### src/rtl/move_debouncer.sv
// Five-button debouncer for a falling-block game: synchronizes and debounces the raw
// pushbuttons, turns presses into one-cycle move strobes and auto-repeats right/left/down.
module move_debouncer #(
    parameter int DEBOUNCE_CYCLES = 3,
    parameter int REPEAT_DELAY    = 30,
    parameter int REPEAT_RATE     = 10
) (
    input  logic       clk,
    input  logic       rst,
    input  logic [4:0] btn_raw,
    output logic [2:0] move_o,
    output logic       move_valid_o,
    output logic [4:0] held_o
);

    localparam int DB_W = (DEBOUNCE_CYCLES > 1) ? $clog2(DEBOUNCE_CYCLES) : 1;
    localparam int RC_W = $clog2(REPEAT_DELAY + 1);

    localparam logic [DB_W-1:0] DB_LAST    = DB_W'(DEBOUNCE_CYCLES - 1);
    localparam logic [RC_W-1:0] RPT_FIRE   = RC_W'(REPEAT_DELAY - 1);
    localparam logic [RC_W-1:0] RPT_RELOAD = RC_W'(REPEAT_DELAY - REPEAT_RATE);

    localparam int B_RIGHT = 0;
    localparam int B_LEFT  = 1;
    localparam int B_ROR   = 2;
    localparam int B_ROL   = 3;
    localparam int B_DOWN  = 4;

    localparam logic [2:0] MV_RIGHT = 3'b000;
    localparam logic [2:0] MV_LEFT  = 3'b001;
    localparam logic [2:0] MV_ROR   = 3'b010;
    localparam logic [2:0] MV_ROL   = 3'b011;
    localparam logic [2:0] MV_DOWN  = 3'b100;
    localparam logic [2:0] MV_NONE  = 3'b111;

    typedef enum logic [1:0] {
        OWN_NONE  = 2'b00,
        OWN_RIGHT = 2'b01,
        OWN_LEFT  = 2'b10,
        OWN_DOWN  = 2'b11
    } owner_t;

    logic [4:0]      sync1_r;
    logic [4:0]      sync2_r;
    logic [4:0]      stable_r;
    logic [4:0]      stable_d_r;
    logic [DB_W-1:0] db_cnt_r [5];
    logic [4:0]      press_s;

    owner_t          owner_r;
    owner_t          owner_nxt_s;
    logic [RC_W-1:0] rpt_cnt_r;
    logic [RC_W-1:0] rpt_cnt_nxt_s;
    logic            owner_held_s;
    logic            rpt_evt_s;

    logic [2:0]      move_s;
    logic            valid_s;

    // Synchronizer, per-bit debounce counters and the one-cycle-delayed stable copy
    always_ff @(posedge clk) begin
        if (rst) begin
            sync1_r    <= 5'b00000;
            sync2_r    <= 5'b00000;
            stable_r   <= 5'b00000;
            stable_d_r <= 5'b00000;
            for (int i = 0; i < 5; i++) begin
                db_cnt_r[i] <= {DB_W{1'b0}};
            end
        end else begin
            sync1_r    <= btn_raw;
            sync2_r    <= sync1_r;
            stable_d_r <= stable_r;
            for (int i = 0; i < 5; i++) begin
                if (sync2_r[i] == stable_r[i]) begin
                    db_cnt_r[i] <= {DB_W{1'b0}};
                end else if (db_cnt_r[i] == DB_LAST) begin
                    stable_r[i] <= ~stable_r[i];
                    db_cnt_r[i] <= {DB_W{1'b0}};
                end else begin
                    db_cnt_r[i] <= db_cnt_r[i] + DB_W'(1);
                end
            end
        end
    end

    assign press_s = stable_r & ~stable_d_r;
    assign held_o  = stable_r;

    // Repeat-owner state register
    always_ff @(posedge clk) begin
        if (rst) begin
            owner_r   <= OWN_NONE;
            rpt_cnt_r <= {RC_W{1'b0}};
        end else begin
            owner_r   <= owner_nxt_s;
            rpt_cnt_r <= rpt_cnt_nxt_s;
        end
    end

    // Level of the owning button; a repeat fires only while it is still held
    always_comb begin
        case (owner_r)
            OWN_RIGHT: owner_held_s = stable_r[B_RIGHT];
            OWN_LEFT:  owner_held_s = stable_r[B_LEFT];
            OWN_DOWN:  owner_held_s = stable_r[B_DOWN];
            default:   owner_held_s = 1'b0;
        endcase
        rpt_evt_s = owner_held_s && (rpt_cnt_r == RPT_FIRE);
    end

    // Owner next state; the counter reloads after each repeat so it never overflows
    always_comb begin
        owner_nxt_s   = owner_r;
        rpt_cnt_nxt_s = rpt_cnt_r;
        if (press_s[B_DOWN]) begin
            owner_nxt_s   = OWN_DOWN;
            rpt_cnt_nxt_s = {RC_W{1'b0}};
        end else if (press_s[B_LEFT]) begin
            owner_nxt_s   = OWN_LEFT;
            rpt_cnt_nxt_s = {RC_W{1'b0}};
        end else if (press_s[B_RIGHT]) begin
            owner_nxt_s   = OWN_RIGHT;
            rpt_cnt_nxt_s = {RC_W{1'b0}};
        end else if (!owner_held_s) begin
            owner_nxt_s   = OWN_NONE;
            rpt_cnt_nxt_s = {RC_W{1'b0}};
        end else if (rpt_evt_s) begin
            rpt_cnt_nxt_s = RPT_RELOAD;
        end else begin
            rpt_cnt_nxt_s = rpt_cnt_r + RC_W'(1);
        end
    end

    // Event arbitration: presses by fixed priority, then the owner's repeat
    always_comb begin
        move_s  = MV_NONE;
        valid_s = 1'b1;
        if (press_s[B_DOWN]) begin
            move_s = MV_DOWN;
        end else if (press_s[B_ROR]) begin
            move_s = MV_ROR;
        end else if (press_s[B_ROL]) begin
            move_s = MV_ROL;
        end else if (press_s[B_LEFT]) begin
            move_s = MV_LEFT;
        end else if (press_s[B_RIGHT]) begin
            move_s = MV_RIGHT;
        end else if (rpt_evt_s) begin
            case (owner_r)
                OWN_RIGHT: move_s = MV_RIGHT;
                OWN_LEFT:  move_s = MV_LEFT;
                OWN_DOWN:  move_s = MV_DOWN;
                default:   move_s = MV_NONE;
            endcase
        end else begin
            valid_s = 1'b0;
        end
    end

    // Registered move outputs
    always_ff @(posedge clk) begin
        if (rst) begin
            move_o       <= MV_NONE;
            move_valid_o <= 1'b0;
        end else begin
            move_o       <= move_s;
            move_valid_o <= valid_s;
        end
    end

endmodule
### config.mk
export PLATFORM = sky130hd
export DESIGN_NAME = move_debouncer
export DESIGN_NICKNAME = d
export VERILOG_FILES = /design/src/rtl/move_debouncer.sv
export SDC_FILE = /design/constraint.sdc
export NUM_CORES = 1
export LEC_CHECK = 0
export CAP_MARGIN = 40
export CORE_ASPECT_RATIO = 0.7
export CORE_MARGIN = 2
export CORE_UTILIZATION = 34
export CTS_CLUSTER_DIAMETER = 100
export DETAILED_ROUTE_END_ITERATION = 10
export GPL_ROUTABILITY_DRIVEN = 1
export SYNTH_ARGS = -nofsm -noshare
export SYNTH_HDL_FRONTEND = slang
export SYNTH_SLANG_ARGS = --single-unit
### constraint.sdc
create_clock -name clk -period 1.5 [get_ports clk]
set_input_delay 0.3 -clock clk [delete_from_list [all_inputs] [get_ports clk]]
set_output_delay 0.3 -clock clk [all_outputs]
set_load 0.02 [all_outputs]
==> summary.md, run 1 <==
| Metric | Value |
|---|---|
| Outcome | `complete, but fails checks` |
| Failing checks | `setup timing` |
| Layout cells sized above 1 | `0.2051` |
| DIE WIDTH | `between 80 and 90 um` |
| Via count | `1193` |
| Placer Congestion | `between 0.7 and 0.8` |
| Most Used Layer, Global Route | `met2` |
| PortBufs | `15` |
| Final Setup Violations | `9` |
| Yosys warning count | `0` |
| Clock Tree Root | `clkbuf_8` |
| Adder-Cell Fraction of Synth Area | `0.08296` |
| Final cycle utilization of the critical path | `1.082` |
| Setup TNS | `-712.6 ps` |
| CTS H-tree lvls | `2` |
| Mux cell area share after synthesis | `0.03017` |
| P_leak | `just under 0.9 nW` |
| Vias in the first global route | `between 1000 and 1500` |
| Final Hold Fails | `0` |
| EDFF count, synth | `10` |
| Delay-heaviest family, CP | `simple AND/OR/NAND/NOR gates` |
| M3 GR Usage | `0.04888` |
| Commonest cells in the netlist | `dfxtp_1 (31), nor2b_1 (18), nor2_1 (16)` |
| Via-per-instance ratio | `between 4 and 5` |
| Slew HR | `0.6070` |
| Clk_skew | `about 6.5 ps` |
| Largest net degree at the start of global routing | `13` |
| CTS Buf Count | `5` |
| Startpoint Class | `flip-flop` |
| Fin crit period | `approximately 1600 ps` |
| Min-Delay Endpoint | `sync2_r[3]$_SDFF_PP0_` |
| Clock latency on the worst-skew pair | `between 200 and 300 ps` |
| Post-route setup slack | `-123.2 ps` |
| Seq/Total Area, Yosys | `0.5551` |
| CORE AREA | `between 4000 and 5000 um^2` |
| Met1 Usage GRT | `0.1523` |
| Slowest-stage cell, CP | `or4b_4` |
| Simple-gate share of the synthesized area | `0.1991` |
| Xor/xnor share of the synthesized area | `0.04223` |
| Hold Path Cell Cnt | `1` |
| First-pass GRT wire length | `about 5.2 mm` |
| Worst R2R End | `move_o[2]$_SDFF_PP1_` |
| Unrepaired setup endpoints after global routing | `true` |
| Inst Count DP | `243` |
| Crit Path Category | `reg -> reg` |
| Routed wire length | `roughly 3.1 mm` |
| Max FO, Critical Path | `2` |
| Post-DRT Antenna Nets | `0` |
| Layout net count | `roughly 210` |
| Clock transition at the registers of the reported paths | `roughly 80 ps` |
| Pre-antenna DRT Iters | `6` |
| Req. time, crit path | `1680 ps` |
| Number of diodes | `0` |
| DRC Markers | `0` |
| Max-Cap Viols | `0` |
| Count leader, synth | `dfxtp_1` |
| #FFs+latches synth | `a little over 40` |
| Worst stage delay on the critical path | `around 540 ps` |
| DRT iter0 DRCs | `35` |
| CTS Sinks | `41` |
| Syn Inst Count | `150` |
| Post-Syn Area per Cell | `11.06 um^2` |
| Top cells by area, synth | `dfxtp_1 (37%), edfxtp_1 (18%), ha_1 (8.3%)` |
| TritonCTS clock tree | `done` |
| Largest family of logic cells by synthesized area | `simple AND/OR/NAND/NOR gates` |
| Effective utilization at floorplan | `0.3508` |
| Most used DFF post-synth | `dfxtp_1` |
| Critical Path, Cell by Cell | `inv_1 > ha_2 > nand4_1 > or4b_4 > a311o_1` |
| Post-synth top area cell | `dfxtp_1` |
| WP buf/inv | `1` |
| Worst-margin pin slew | `585.0 ps` |
| Synth-to-layout area growth | `32.65%` |
| Hpwl dp | `between 2 and 2.5 mm` |
| Final Core Density | `0.4653` |
| GRT Resource Usage Total | `0.1254` |
| Row count | `21` |
| Grt met2 use | `0.1951` |
| Power Total | `between 2 and 2.5 mW` |
| Die area | `roughly 5500 um^2` |
| Worst Path Arrival | `1800 ps` |
| Ports | `16` |
| Post-synthesis async set-or-reset flop share | `0` |
| Hold_sp | `sync1_r[3]$_SDFF_PP0_` |
| Initial antenna violation count | `0` |
| R2R depth | `5` |
| WL/cell | `about 12 um` |
| Synth Area in Compound Gates | `0.05882` |
| Synth top area share | `0.3741` |
| Hold-fix buffers at CTS | `0` |
| Die Y | `around 62 um` |
| Crit. End Element | `flip-flop` |
| Number of library cell types mapped by synthesis | `32` |
| RR Startpoint | `rpt_cnt_r[1]$_SDFF_PP0_` |
| R2r setup slk | `-120 ps` |
| CTS max path bufs | `2` |
| Fin cells | `252` |
| PD cells | `between 1000 and 1500 nW/um^2` |
| Worst vdd ir | `0.5106 mV` |
| Mapped Area | `approximately 1700 um^2` |
| GR Overflow Total | `0` |
| Final Max Slew Viols | `0` |
| HP Class | `reg -> reg` |
| Fmax | `~620 MHz` |
==> stage by stage <==
| stage | worst slack [ps] | hold slack [ps] | area, um^2 |
|---|---|---|---|
| final | -123.2 | 438.5 | 2201 |
| after global routing | -221.6 | 460.0 | 2201 |
| after CTS | -153.9 | 445.3 | 2148 |
| after detailed placement | -151.8 | 426.4 | 2026 |
| after global placement | -117.7 | 419.2 | 2026 |
| after floorplan | -37.04 | 413.8 | 1703 |
==> worst max path at each step <==
stage                     depth (start not counted)                     from  slack (ps)                       to
after CTS                                         5  owner_r[0]$_SDFFE_PP0P_        -150     move_o[2]$_SDFF_PP1_
final                                             5  rpt_cnt_r[1]$_SDFF_PP0_        -120     move_o[2]$_SDFF_PP1_
after global routing                              5  owner_r[0]$_SDFFE_PP0P_        -220  rpt_cnt_r[3]$_SDFF_PP0_
after global placement                            5                      rst        -120  rpt_cnt_r[3]$_SDFF_PP0_
after detailed placement                          5  owner_r[0]$_SDFFE_PP0P_        -150     move_o[2]$_SDFF_PP1_
after floorplan                                   5  owner_r[0]$_SDFFE_PP0P_         -40     move_o[2]$_SDFF_PP1_
==> logic make-up (layout without fill, tap and decap cells) <==
group / count (synthesis) / in the layout
flip-flops: 41 / 41
other: 1 / 10
buffers and inverters: 13 / 49
AND/OR/NAND/NOR: 58 / 58
multiplexers: 5 / 5
AO/OA/AOI/OAI: 13 / 13
adder cells (fa/ha/maj): 11 / 11
XOR/XNOR: 8 / 8
==> layout by cell type, fill, tap and decap left out, types with 2 or more instances in the layout <==
master	instances
or3_1	5
xnor2_1	6
xor2_1	2
a211oi_1	2
edfxtp_1	10
conb_1	10
inv_1	8
nor4_1	3
inv_2	2
nand4_1	2
dlygate4sd2_1	6
ha_1	7
mux2i_1	5
nand3_1	2
dfxtp_2	5
or4_1	3
nor2b_1	18
clkdlybuf4s50_1	6
dlymetal6s2s_1	2
nand2b_1	3
ha_2	3
nor2_1	16
buf_4	16
clkbuf_8	6
dfxtp_1	25
==> registers in the layout, summed over array words and instances, names as in the netlist <==
register / cells
db_cnt_r: 10
owner_r: 2
move_valid_o: 1
held_o: 5
move_o: 3
sync2_r: 5
rpt_cnt_r: 5
sync1_r: 5
stable_d_r: 5
==> layer usage <==
metal | vias up | part of all wire
li1 | 594 | -
met1 | 565 | 0.48
met2 | 27 | 0.45
met3 | 7 | 0.057
met4 | 0 | 0.018
met5 | - | 0
==> power breakdown <==
group,internal (mW),total [mW],switching (mW)
clock,0.543,0.916,0.373
sequential,1.16,1.18,0.0155
combinational,0.0735,0.141,0.0674
total,1.78,2.23,0.456
==> final cells by class <==
type	instances	area (um^2)
Fill cell	432	2529
Timing Repair Buffer	31	267.8
Inverter	10	37.54
Clock inverter	1	30.03
Tap cell	57	71.32
Clock buffer	7	86.33
Multi-Input combinational cell	105	777.0
Sequential cell	41	930.9
==> repair_timing <==
action | CTS | global route
cloned | 0 | 0
gates resized for setup | 11 | 10
buffers inserted | 0 | 1
pin swaps | 4 | 5
endpoints found under the setup margin | 16 | 14
No activity file was read; power rests on OpenSTA's default activity.
==> run 2: changes to the inputs <==
CELL_PAD_IN_SITES_DETAIL_PLACEMENT = 1   (was not set)
CELL_PAD_IN_SITES_GLOBAL_PLACEMENT = 1   (was not set)
PLACE_DENSITY_LB_ADDON = 0.1   (was not set)
==> run 2 against run 1 <==
Effect of this change: the flow still finishes with violations (setup timing); count of clock-buffer cells in the layout fell by 2; total power fell by 8.0%; flip-flop and latch count stayed put; first-iteration DRC count is 31% lower; global-route usage rose by 1.3 points; clock skew is essentially flat; register-to-register slack lost 40 ps; via count is 0.25% higher; maximum frequency is 2.2% lower.
==> summary.md, run 2 (synthesized netlist as in run 1, its figures left out) <==
| Metric | Value |
|---|---|
| Outcome | `complete, but fails checks` |
| Failing checks | `setup timing` |
| Max FO, Critical Path | `3` |
| Largest net degree at the start of global routing | `14` |
| CORE AREA | `approximately 4700 um^2` |
| Commonest non-fill, non-tap cell in the layout | `dfxtp_1` |
| Hpwl dp | `between 2 and 3 mm` |
| Min-Delay Endpoint | `sync2_r[3]$_SDFF_PP0_` |
| Most Used Layer, Global Route | `met1` |
| Power Total | `between 2 and 2.5 mW` |
| R2r setup slk | `-160 ps` |
| Final Setup Violations | `10` |
| HP Class | `reg -> reg` |
| Post-DRT Antenna Nets | `0` |
| Biggest register | `db_cnt_r` |
| First-pass GRT wire length | `5.865 mm` |
| WP buf/inv | `3` |
| Largest register FFs | `10` |
| Hold-fix buffers at CTS | `0` |
| Die Y | `~62 um` |
| Via count | `roughly 1200` |
| Crit. End Element | `flip-flop` |
| Final cycle utilization of the critical path | `1.107` |
| PortBufs | `15` |
| Fin crit period | `around 1700 ps` |
| Startpoint Class | `flip-flop` |
| Worst-margin pin slew | `about 550 ps` |
| Max-Cap Viols | `0` |
| GRT Resource Usage Total | `0.1387` |
| Clock latency on the worst-skew pair | `300 ps` |
| DIE WIDTH | `approximately 87 um` |
| Worst Path Arrival | `approximately 1800 ps` |
| M3 GR Usage | `0.03963` |
| RR Startpoint | `owner_r[0]$_SDFFE_PP0P_` |
| DRT iter0 DRCs | `24` |
| Clock transition at the registers of the reported paths | `90 ps` |
| Ports | `16` |
| Delay-heaviest family, CP | `simple AND/OR/NAND/NOR gates` |
| Unrepaired setup endpoints after global routing | `true` |
| GR Overflow Total | `0` |
| Worst stage delay on the critical path | `about 540 ps` |
| Effective utilization at floorplan | `0.3508` |
| Grt met2 use | `0.1989` |
| Hold_ws | `445.5 ps` |
| Hold_sp | `sync1_r[3]$_SDFF_PP0_` |
| Via-per-instance ratio | `about 4.7` |
| Vias in the first global route | `about 1200` |
| PD cells | `933.1 nW/um^2` |
| Layout cells sized above 1 | `0.2132` |
| Clock Tree Root | `clkbuf_8` |
| CTS H-tree lvls | `2` |
| Synth-to-layout area growth | `32.81%` |
| Pre-antenna DRT Iters | `4` |
| Worst R2R End | `move_o[0]$_SDFF_PP1_` |
| Most frequent cells in the layout | `dfxtp_1 (25), nor2b_1 (18), buf_4 (17)` |
| Routed wire length | `3.576 mm` |
| CTS Sinks | `41` |
| Crit-path most repeated cell | `buf_4` |
| Post-route setup slack | `-160.3 ps` |
| Hold Path Cell Cnt | `1` |
| WL/cell | `between 10 and 15 um` |
| Critical Path, Cell by Cell | `inv_4 > ha_4 > buf_4 > buf_4 > or4_4 > a2bb2oi_2` |
| DRC Markers | `0` |
| TritonCTS clock tree | `done` |
| Initial antenna violation count | `0` |
| Placer Congestion | `just under 0.8` |
| Die area | `between 5000 and 6000 um^2` |
| Crit Path Category | `reg -> reg` |
| Final Hold Fails | `0` |
| Number of diodes | `0` |
| Fmax | `602.3 MHz` |
| Req. time, crit path | `roughly 1700 ps` |
| Layout net count | `between 200 and 250` |
| P_leak | `between 0.8 and 0.9 nW` |
| CTS max path bufs | `2` |
| R2R depth | `6` |
| Worst slack, placed | `-191.5 ps` |
| Final Max Slew Viols | `0` |
| Clk_skew | `6.004 ps` |
| Worst vdd ir | `between 0.4 and 0.5 mV` |
| Slowest-stage cell, CP | `or4_4` |
| CTS Buf Count | `5` |
| Met1 Usage GRT | `0.2022` |
| Slew HR | `0.6329` |
| Row count | `21` |
## run 2: power breakdown
group          internal, mW  leakage, nW  switching, mW
clock network         0.322       0.0439          0.408
registers              1.16        0.359         0.0158
logic                0.0771        0.471         0.0728
## run 2: stage by stage
stage               instances    util  TNS [ps]  area [um^2]
global route              254  0.4659     -1752         2203
detailed placement        245  0.4341     -3135         2053
floorplan                 159       -    -37.04         1703
global placement          245  0.4341     -2322         2053
finish                    254  0.4659    -827.0         2203
CTS                       254  0.4548    -716.2         2151
## run 2: timing repair
item,CTS,global route
setup buffers,1,0
endpoints found under the setup margin,19,12
resized for setup,13,10
cloned,0,0
pin swaps,6,8
## run 2: routing by layer
layer / routed length [um] / up-vias
met5: 0 / -
met4: 32 / 0
met3: 83 / 5
met2: 1581 / 11
met1: 1878 / 578
li1: - / 602
## run 2: layout make-up
cell class | instances | area [um^2]
Fill cell | 538 | 2526
Clock buffer | 5 | 68.82
Sequential cell | 41 | 933.4
Tap cell | 57 | 71.32
Inverter | 10 | 40.04
Clock inverter | 3 | 17.52
Multi-Input combinational cell | 105 | 784.5
Timing Repair Buffer | 33 | 287.8
## run 2: worst max path at each step
stage                            startpoint                      end  slack [ps]  cells past startpoint
floorplan           owner_r[0]$_SDFFE_PP0P_     move_o[2]$_SDFF_PP1_         -40                      5
global placement                        rst  rpt_cnt_r[3]$_SDFF_PP0_        -150                      5
detailed placement                      rst  rpt_cnt_r[3]$_SDFF_PP0_        -190                      5
CTS                 owner_r[0]$_SDFFE_PP0P_     move_o[2]$_SDFF_PP1_        -160                      5
global route        owner_r[0]$_SDFFE_PP0P_  move_valid_o$_SDFF_PP0_        -190                      5
finish              owner_r[0]$_SDFFE_PP0P_     move_o[0]$_SDFF_PP1_        -160                      6
==> run 3: changes to the inputs <==
CTS_BUF_LIST = sky130_fd_sc_hd__clkbuf_16   (was not set)
RECOVER_POWER = 100   (was not set)
==> run 3 against run 2 <==
Effect of this change: the run still ends with setup timing left; global-route usage is essentially flat; critical path depth is the same; clock skew shrank 3.0 ps; sequential share of layout area shrank 0.39 points; cell count is the same; worst setup slack is essentially flat; critical endpoint unchanged; clock power grew 43%; critical path type unchanged; largest power group unchanged.
==> summary.md, run 3 (synthesized netlist as in run 1, its figures left out) <==
| Metric | Value |
|---|---|
| Outcome | `complete, but fails checks` |
| Failing checks | `setup timing` |
| Final Hold Fails | `0` |
| Worst slack, placed | `-191.5 ps` |
| Initial antenna violation count | `0` |
| Critical Path, Cell by Cell | `inv_4 > ha_4 > buf_4 > buf_4 > or4_1 > a2bb2oi_2` |
| Most frequent cells in the layout | `dfxtp_1 (26), nor2b_1 (18), nor2_1 (16)` |
| Placer Congestion | `roughly 0.79` |
| Clock transition at the registers of the reported paths | `~60 ps` |
| CTS Buf Count | `5` |
| Delay-heaviest family, CP | `simple AND/OR/NAND/NOR gates` |
| First-pass GRT wire length | `slightly below 6 mm` |
| Die Y | `roughly 62 um` |
| Startpoint Class | `flip-flop` |
| Max FO, Critical Path | `3` |
| Fill cell count | `~540` |
| Worst-margin pin slew | `542.7 ps` |
| Via-per-instance ratio | `between 4 and 5` |
| Layout net count | `around 210` |
| Number of diodes | `0` |
| DIE WIDTH | `approximately 87 um` |
| DRC Markers | `0` |
| Vias in the first global route | `approximately 1200` |
| Commonest non-fill, non-tap cell in the layout | `dfxtp_1` |
| Fmax | `602.2 MHz` |
| Largest register FFs | `10` |
| PortBufs | `15` |
| Biggest register | `db_cnt_r` |
| GRT Resource Usage Total | `0.1386` |
| Worst stage delay on the critical path | `roughly 560 ps` |
| Row count | `21` |
| Max-Cap Viols | `0` |
| Post-route setup slack | `-160.6 ps` |
| CTS H-tree lvls | `2` |
| Placed Area | `just over 2000 um^2` |
| Effective utilization at floorplan | `0.3508` |
| Req. time, crit path | `between 1500 and 2000 ps` |
| TritonCTS clock tree | `done` |
| Clock latency on the worst-skew pair | `roughly 280 ps` |
| Synth-to-layout area growth | `33.86%` |
| HP Class | `reg -> reg` |
| P_leak | `about 0.88 nW` |
| Largest net degree at the start of global routing | `14` |
| CTS max path bufs | `2` |
| Worst Path Arrival | `roughly 1800 ps` |
| Routed wire length | `around 3.6 mm` |
| GR Overflow Total | `0` |
| Unrepaired setup endpoints after global routing | `true` |
| Final Setup Violations | `14` |
| Post-DRT Antenna Nets | `0` |
| DRT iter0 DRCs | `44` |
| Via count | `about 1200` |
| Pre-antenna DRT Iters | `4` |
| Layout cells sized above 1 | `0.1878` |
| Crit Path Category | `reg -> reg` |
| Slowest-stage cell, CP | `or4_1` |
| Worst vdd ir | `approximately 0.50 mV` |
| WP buf/inv | `3` |
| Slew HR | `0.6382` |
| Clk_skew | `about 3.0 ps` |
| CTS Sinks | `41` |
| Die area | `between 5000 and 6000 um^2` |
| PD cells | `~1100 nW/um^2` |
| Final cycle utilization of the critical path | `1.107` |
| Crit-path most repeated cell | `buf_4` |
| Final Max Slew Viols | `0` |
| Power Total | `2.354 mW` |
| Fin crit period | `around 1700 ps` |
| CORE AREA | `about 4700 um^2` |
| Final Cell Area | `2221 um^2` |
| Clock Tree Root | `clkbuf_16` |
| Hold-fix buffers at CTS | `0` |
| Crit. End Element | `flip-flop` |
| Ports | `16` |
| WL/cell | `approximately 14 um` |
| Hpwl dp | `about 2.6 mm` |
run 3: power by group:
group,internal (mW),leakage (nW),total (mW),switching [mW]
Combinational,0.0670,0.451,0.140,0.0728
Clock,0.610,0.0696,1.04,0.427
Sequential,1.16,0.359,1.18,0.0158
Total,1.84,0.880,2.35,0.515
run 3: layout make-up:
| type | instances | area, um^2 | share of cell area |
|---|---|---|---|
| sequential | 41 | 932.1 | 0.4197 |
| multi-input combinational | 105 | 780.7 | 0.3515 |
| timing repair buffer | 33 | 254.0 | 0.1144 |
| clock buffer | 5 | 125.1 | 0.05634 |
| tap | 57 | 71.32 | 0.03211 |
| inverter | 10 | 40.04 | 0.01803 |
| clock inverter | 3 | 17.52 | 0.007887 |
run 3: path summary, 6_finish.rpt:
check	start	endpoint	slack, ps	cells past startpoint
hold reg to reg	sync1_r[3]$_SDFF_PP0_	sync2_r[3]$_SDFF_PP0_	440	1
hold / removal	sync1_r[3]$_SDFF_PP0_	sync2_r[3]$_SDFF_PP0_	440	1
setup / recovery	owner_r[0]$_SDFFE_PP0P_	move_o[0]$_SDFF_PP1_	-160	6
setup reg to reg	owner_r[0]$_SDFFE_PP0P_	move_o[0]$_SDFF_PP1_	-160	6
run 3: repair_timing:
| item | CTS | global route |
|---|---|---|
| setup buffers | 1 | 0 |
| gates resized for setup | 11 | 11 |
| pin swaps | 6 | 7 |
| setup endpoints to repair | 17 | 13 |
run 3: per-layer routing:
metal | global-route usage | routed length [um] | up-vias
met5 | 0 | 0 | -
met4 | 0.02885 | 26 | 0
met3 | 0.04359 | 80 | 4
met2 | 0.2027 | 1574 | 7
met1 | 0.2010 | 1884 | 565
li1 | - | - | 600
run 3: stage by stage:
stage | util | setup TNS (ps) | hold slack, ps | cells
CTS | 0.4672 | -777.4 | 439.4 | 254
global route | 0.4696 | -2796 | 458.3 | 254
finish | 0.4696 | -822.6 | 439.4 | 254
detailed placement | 0.4341 | -3135 | 425.5 | 245
global placement | 0.4341 | -2322 | 419.2 | 245
floorplan | - | -37.04 | 413.8 | 159
